File: src/rtl/hazard_stall_ctrl.sv
// Hazard and stall sequencer for the five-stage core.
// Resolves the hazards that forwarding cannot: load-use bubbles, taken-branch
// flushes, and full front-end freezes during multi-cycle data-memory accesses.
// Keeps saturating stall/flush counters and a sticky memory-timeout flag.
module hazard_stall_ctrl #(
    parameter int MEM_TIMEOUT = 64,
    parameter int CNT_W       = 16
) (
    input  logic             clk,
    input  logic             rst_n,
    input  logic [2:0]       ID_Rs,
    input  logic [2:0]       ID_Rd,
    input  logic             ID_UsesRs,
    input  logic             ID_UsesRd,
    input  logic [2:0]       EX_Rd,
    input  logic             EX_MemRead,
    input  logic             EX_RegWrite,
    input  logic             EX_BranchTaken,
    input  logic             MEM_Access,
    input  logic             mem_ready,
    input  logic             perf_clear,
    output logic             pc_write,
    output logic             ifid_write,
    output logic             ifid_flush,
    output logic             idex_write,
    output logic             idex_flush,
    output logic             exmem_write,
    output logic             memwb_bubble,
    output logic             state_memwait,
    output logic [CNT_W-1:0] stall_count,
    output logic [CNT_W-1:0] flush_count,
    output logic             mem_timeout
);

    // Wide enough to hold MEM_TIMEOUT itself, so the compare never aliases.
    localparam int WAIT_W = $clog2(MEM_TIMEOUT + 1);
    localparam logic [WAIT_W-1:0] WAIT_LAST = WAIT_W'(MEM_TIMEOUT - 1);
    localparam logic [WAIT_W-1:0] WAIT_MAX  = '1;
    localparam logic [CNT_W-1:0]  CNT_MAX   = '1;

    typedef enum logic {
        RUN     = 1'b0,
        MEMWAIT = 1'b1
    } state_t;

    state_t            state;
    logic [WAIT_W-1:0] wait_cnt;

    logic load_use;
    logic freeze;
    logic branch_flush;

    // Hazard detection; r0 never creates a dependency since it is hardwired zero.
    always_comb begin
        load_use = EX_MemRead && EX_RegWrite && (EX_Rd != 3'd0) &&
                   ((ID_UsesRs && (ID_Rs == EX_Rd)) ||
                    (ID_UsesRd && (ID_Rd == EX_Rd)));
        freeze       = MEM_Access && !mem_ready;
        // Branches are ignored while frozen; EX is held, so they re-evaluate on release.
        branch_flush = rst_n && !freeze && EX_BranchTaken;
    end

    // Pipeline register controls: reset forcing, then freeze > branch > load-use.
    always_comb begin
        // NOTE: every output gets a default first so no path leaves it unassigned (no latch).
        pc_write     = 1'b1;
        ifid_write   = 1'b1;
        ifid_flush   = 1'b0;
        idex_write   = 1'b1;
        idex_flush   = 1'b0;
        exmem_write  = 1'b1;
        memwb_bubble = 1'b0;
        if (!rst_n) begin
            pc_write     = 1'b0;
            ifid_write   = 1'b0;
            ifid_flush   = 1'b1;
            idex_write   = 1'b0;
            idex_flush   = 1'b1;
            exmem_write  = 1'b0;
            memwb_bubble = 1'b1;
        end else if (freeze) begin
            pc_write     = 1'b0;
            ifid_write   = 1'b0;
            idex_write   = 1'b0;
            exmem_write  = 1'b0;
            memwb_bubble = 1'b1;
        end else if (EX_BranchTaken) begin
            // PC keeps writing so the redirect target is fetched.
            ifid_flush = 1'b1;
            idex_flush = 1'b1;
        end else if (load_use) begin
            pc_write   = 1'b0;
            ifid_write = 1'b0;
            idex_flush = 1'b1;
        end
    end

    // Memory-wait FSM with wait counter and sticky timeout flag.
    always_ff @(posedge clk) begin
        // NOTE: sequential state uses non-blocking assignments so all registers update together.
        if (!rst_n) begin
            state         <= RUN;
            state_memwait <= 1'b0;
            wait_cnt      <= '0;
            mem_timeout   <= 1'b0;
        end else begin
            case (state)
                RUN: begin
                    if (freeze) begin
                        state         <= MEMWAIT;
                        state_memwait <= 1'b1;
                        wait_cnt      <= WAIT_W'(1);
                    end
                end
                MEMWAIT: begin
                    if (freeze) begin
                        if (wait_cnt != WAIT_MAX) begin
                            wait_cnt <= wait_cnt + 1'b1;
                        end
                        if (wait_cnt == WAIT_LAST) begin
                            mem_timeout <= 1'b1;
                        end
                    end else begin
                        state         <= RUN;
                        state_memwait <= 1'b0;
                        wait_cnt      <= '0;
                    end
                end
                default: begin
                    state         <= RUN;
                    state_memwait <= 1'b0;
                    wait_cnt      <= '0;
                end
            endcase
        end
    end

    // Saturating performance counters; clear wins over a same-cycle increment.
    always_ff @(posedge clk) begin
        if (!rst_n || perf_clear) begin
            stall_count <= '0;
            flush_count <= '0;
        end else begin
            if (!pc_write && stall_count != CNT_MAX) begin
                stall_count <= stall_count + 1'b1;
            end
            if (branch_flush && flush_count != CNT_MAX) begin
                flush_count <= flush_count + 1'b1;
            end
        end
    end

endmodule

File: config.mk
export PLATFORM = sky130hd
export DESIGN_NAME = hazard_stall_ctrl
export DESIGN_NICKNAME = d
export VERILOG_FILES = /design/src/rtl/hazard_stall_ctrl.sv
export SDC_FILE = /design/constraint.sdc
export NUM_CORES = 1
export LEC_CHECK = 0
export ABC_AREA = 1
export BUFFER_PORTS_ARGS = -buffer_cell sky130_fd_sc_hd__buf_2
export CAP_MARGIN = 20
export CORE_UTILIZATION = 44
export DETAILED_ROUTE_END_ITERATION = 12
export MAX_ROUTING_LAYER = met4
export PLACE_DENSITY = 0.67
export SLEW_MARGIN = 20
export SYNTH_ARGS = -nofsm -noshare
export SYNTH_HDL_FRONTEND = slang
export SYNTH_SLANG_ARGS = --single-unit
export TNS_END_PERCENT = 50
File: constraint.sdc
create_clock -name clk -period 2 [get_ports clk]
set_clock_uncertainty 0.2 [all_clocks]
set_input_delay 0.1 -clock clk [delete_from_list [all_inputs] [get_ports clk]]
set_output_delay 0.1 -clock clk [all_outputs]
set_load 0.02 [all_outputs]
==> impl_metrics.tcl <==
set metrics [dict create \
    synth_nets 406 \
    antenna_left 0 \
    use_met3 0.0384 \
    h-tree-depth 2 \
    busiest_layer "met2" \
    globalplace.congestion 0.844 \
    critPathLaunchType "input pin" \
    fp.dieW_um 78.1 \
    pwr-share-seq 0.539 \
    timing.fmax_mhz 531 \
    dp_slack_ns 0.137 \
    clock_path_buffers 2 \
    async_reset_ff_frac 0 \
    route.vias.total 2647 \
    cts_tree "done" \
    cts_made_buffers 5 \
    fin_crit_sh 0.942 \
    yosys-top-cells-count "101 x nand2_1, 45 x nor2_1, 44 x inv_1" \
    clock-root-buffer "clkbuf_8" \
    switchingPower_w 0.000402 \
    synth_cell_type_count 31 \
    start_util 0.460 \
    synth-simple-area-share 0.372 \
    cpPeakStageDelay_ns 0.53 \
    synth-edff-count 0 \
    synth_area_mm2 0.00255 \
    syn_avg_cell_area_um2 6.67 \
    area_growth_pct 25.9 \
    p_comb_frac 0.120 \
    place_area_mm2 0.00302 \
    synthAdderAreaFrac 0.0245 \
    dieArea_mm2 0.00610 \
    coreArea_mm2 0.00554 \
    min_to "stall_count[12]$_SDFFE_PP0P_" \
    hp-start "perf_clear" \
    period_minus_slack_ns 1.88 \
    crit_family "buffers and inverters" \
    n_antenna_cell 0 \
    std_cell_rows 27 \
    cts.sinks 42 \
    critical_path.slowest_cell "dlygate4sd3_1" \
    critPathLaunch "mem_ready" \
    power.density_mw_per_mm2 492 \
    slew_headroom 0.784 \
    maxCapViolations 0 \
    wire_per_inst_um 11.0 \
    worst_pin_slew_ns 0.321 \
    ys_ff_latch 42 \
    grt_pass1_wl_mm 10.1 \
    path_cells "dlygate4sd3_1 > buf_2 > or2_4 > inv_2 > o21ai_0 > a31o_2 > buf_2" \
    hold_slack_ns 0.0633 \
    finalSetupTns_ns 0 \
    netlist_instances 382 \
    gr-usage-met2 0.352 \
    path_class "in -> out" \
    clk_latency_ns 0.29 \
    grt_pass1_vias 2320 \
    grtUsageTotal 0.210 \
    reg2reg_from "flush_count[0]$_SDFFE_PP0P_" \
    grt-ovfl-total 0 \
    drt_first_pass_iters 4 \
    p_int_w 0.00118 \
    worst_slack_ns 0.116 \
    path_clk_slew_ns 0.08 \
    yosys_most_used_dff "dfxtp_1" \
    hold_class "in -> reg" \
    synth_area_leaders "dfxtp_1 33%, nand2_1 15%, nand3_1 7.3%, nor2_1 6.6%, inv_1 6.5%" \
    grt_max_degree 20 \
    drt_wl_total_mm 5.93 \
    grt_antenna_before_repair 0 \
    seq_area_frac_synth 0.330 \
    p_leak_nw 1.40 \
    path_buf_inv 4 \
    synth_top_area_share 0.330 \
    drtIter0Drc 111 \
    timing.critical_path.mode_cell "buf_2" \
    reg2reg_to "flush_count[12]$_SDFFE_PP0P_" \
    synthMuxAreaShare 0 \
    r2r_slack_ns 0.19 \
    cp-end-kind "primary output" \
    fin_area_mm2 0.00321 \
    p_sw_frac 0.254 \
    synth-xor-area-share 0.0584 \
    ios 60 \
    dp_hpwl_mm 4.50 \
    status "finished clean" \
    drive_gt1_frac 0.271 \
    setup_viol 0 \
    layout.nets 490 \
    ys.warnings.count 0 \
    reg2regPathDepth 9 \
    grt_setup_unrepaired "false" \
    fp.dieH_um 78.1 \
    post-route-util 0.579 \
    clockPowerShare 0.341 \
    drcViolationCount 0 \
    drv_slew 0 \
    vdd_drop_max_uv 285 \
    port_buffers 59 \
    crit_arrival_ns 1.58 \
    grt_use_met1 0.263 \
    hold_viol_final 0 \
    required_ns 1.70 \
    synth_top_family_by_area "simple AND/OR/NAND/NOR gates" \
    vias_per_cell 4.93 \
    holdPathStages 5 \
    synth_compound_area_frac 0.116 \
    yosysMostFrequentCell "nand2_1" \
    synth_top_area_cell "dfxtp_1" \
    critPathMaxFanout 6 \
]
sequential cells by signal, summed over array words and instances (netlist names):
register and flops:
state_memwait 1, wait_cnt 7, mem_timeout 1, flush_count 16
stall_count 16, state 1
power groups by stage:
| stage | registers (W) | logic [W] | clock network [W] |
|---|---|---|---|
| floorplan | 0.000877 | 0.000116 | 0 |
| global placement | 0.000871 | 0.000174 | 0 |
| detailed placement | 0.000872 | 0.000178 | 0 |
| CTS | 0.000852 | 0.000181 | 0.000558 |
| global route | 0.000854 | 0.000211 | 0.000597 |
| finish | 0.000852 | 0.000189 | 0.000539 |
layout by cell type (no fill, tap or decap):
cell,instances
inv_2,3
nor2_2,4
nor3_1,4
a21oi_1,17
nand2_1,99
nor4_1,2
buf_4,25
xor2_1,7
inv_1,43
nor3_2,3
nor3b_1,1
nand4_1,6
a31o_2,1
a21oi_2,11
nor2_1,43
dlygate4sd3_1,3
a31oi_1,5
nand3_1,37
clkbuf_8,6
nand2_2,5
xnor2_1,10
clkinv_4,1
nor3b_2,1
nand2_8,2
o21ai_0,15
nand4_4,1
ha_1,5
nand2_4,1
buf_2,59
or2_4,1
dfxtp_1,42
inv_4,1
nor2_4,1
routing by layer:
layer	wire [um]	vias up
met5	0	-
met4	53	0
met3	214	5
met2	2760	46
met1	2900	1200
li1	-	1396
cell families (layout without fill, tap and decap cells):
logic type      count (synthesis)  after routing
compound gates                 49             49
flops                          42             42
xor+xnor                       17             17
buf+inv                        58            141
fa+ha+maj                       5              5
simple gates                  211            211
through the flow:
step	total power [W]	std cells
3_5_place_dp	0.00105	523
3_3_place_gp	0.00105	523
4_1_cts	0.00159	531
5_1_grt	0.00166	537
2_1_floorplan	0.000993	382
6_report	0.00158	537
worst max path at each step:
stage | end | slack, ns | depth (start not counted)
detailed placement | stall_count[9]$_SDFFE_PP0P_ | 0.14 | 7
finish | idex_flush | 0.12 | 7
global placement | stall_count[15]$_SDFFE_PP0P_ | 0.18 | 7
floorplan | flush_count[3]$_SDFFE_PP0P_ | 0.17 | 8
CTS | ifid_write | 0.009 | 8
global route | wait_cnt[1]$_SDFFE_PN0P_ | 0.03 | 11
final cells by class:
cell class,count,area (um^2)
Sequential cell,42,841
Clock buffer,6,82.6
Tap cell,72,90.1
Inverter,48,188
Multi-Input combinational cell,282,1500
Fill cell,559,2330
Timing Repair Buffer,87,513
timing repair:
action	in CTS	in global routing
setup endpoints to repair	0	31
hold buffers	2	1
endpoints found under the hold margin	10	1
gates resized for setup	0	10
buffers inserted	0	5
worst register-to-register path, delay by kind of cell, from the launching register on:
family,cells,cell delay (ns)
XOR/XNOR,1,0.15
adder cells (fa/ha/maj),1,0.20
buffers and inverters,1,0.11
flip-flops,1,0.34
AND/OR/NAND/NOR,6,0.70
Power figures use the tool's default switching activity.
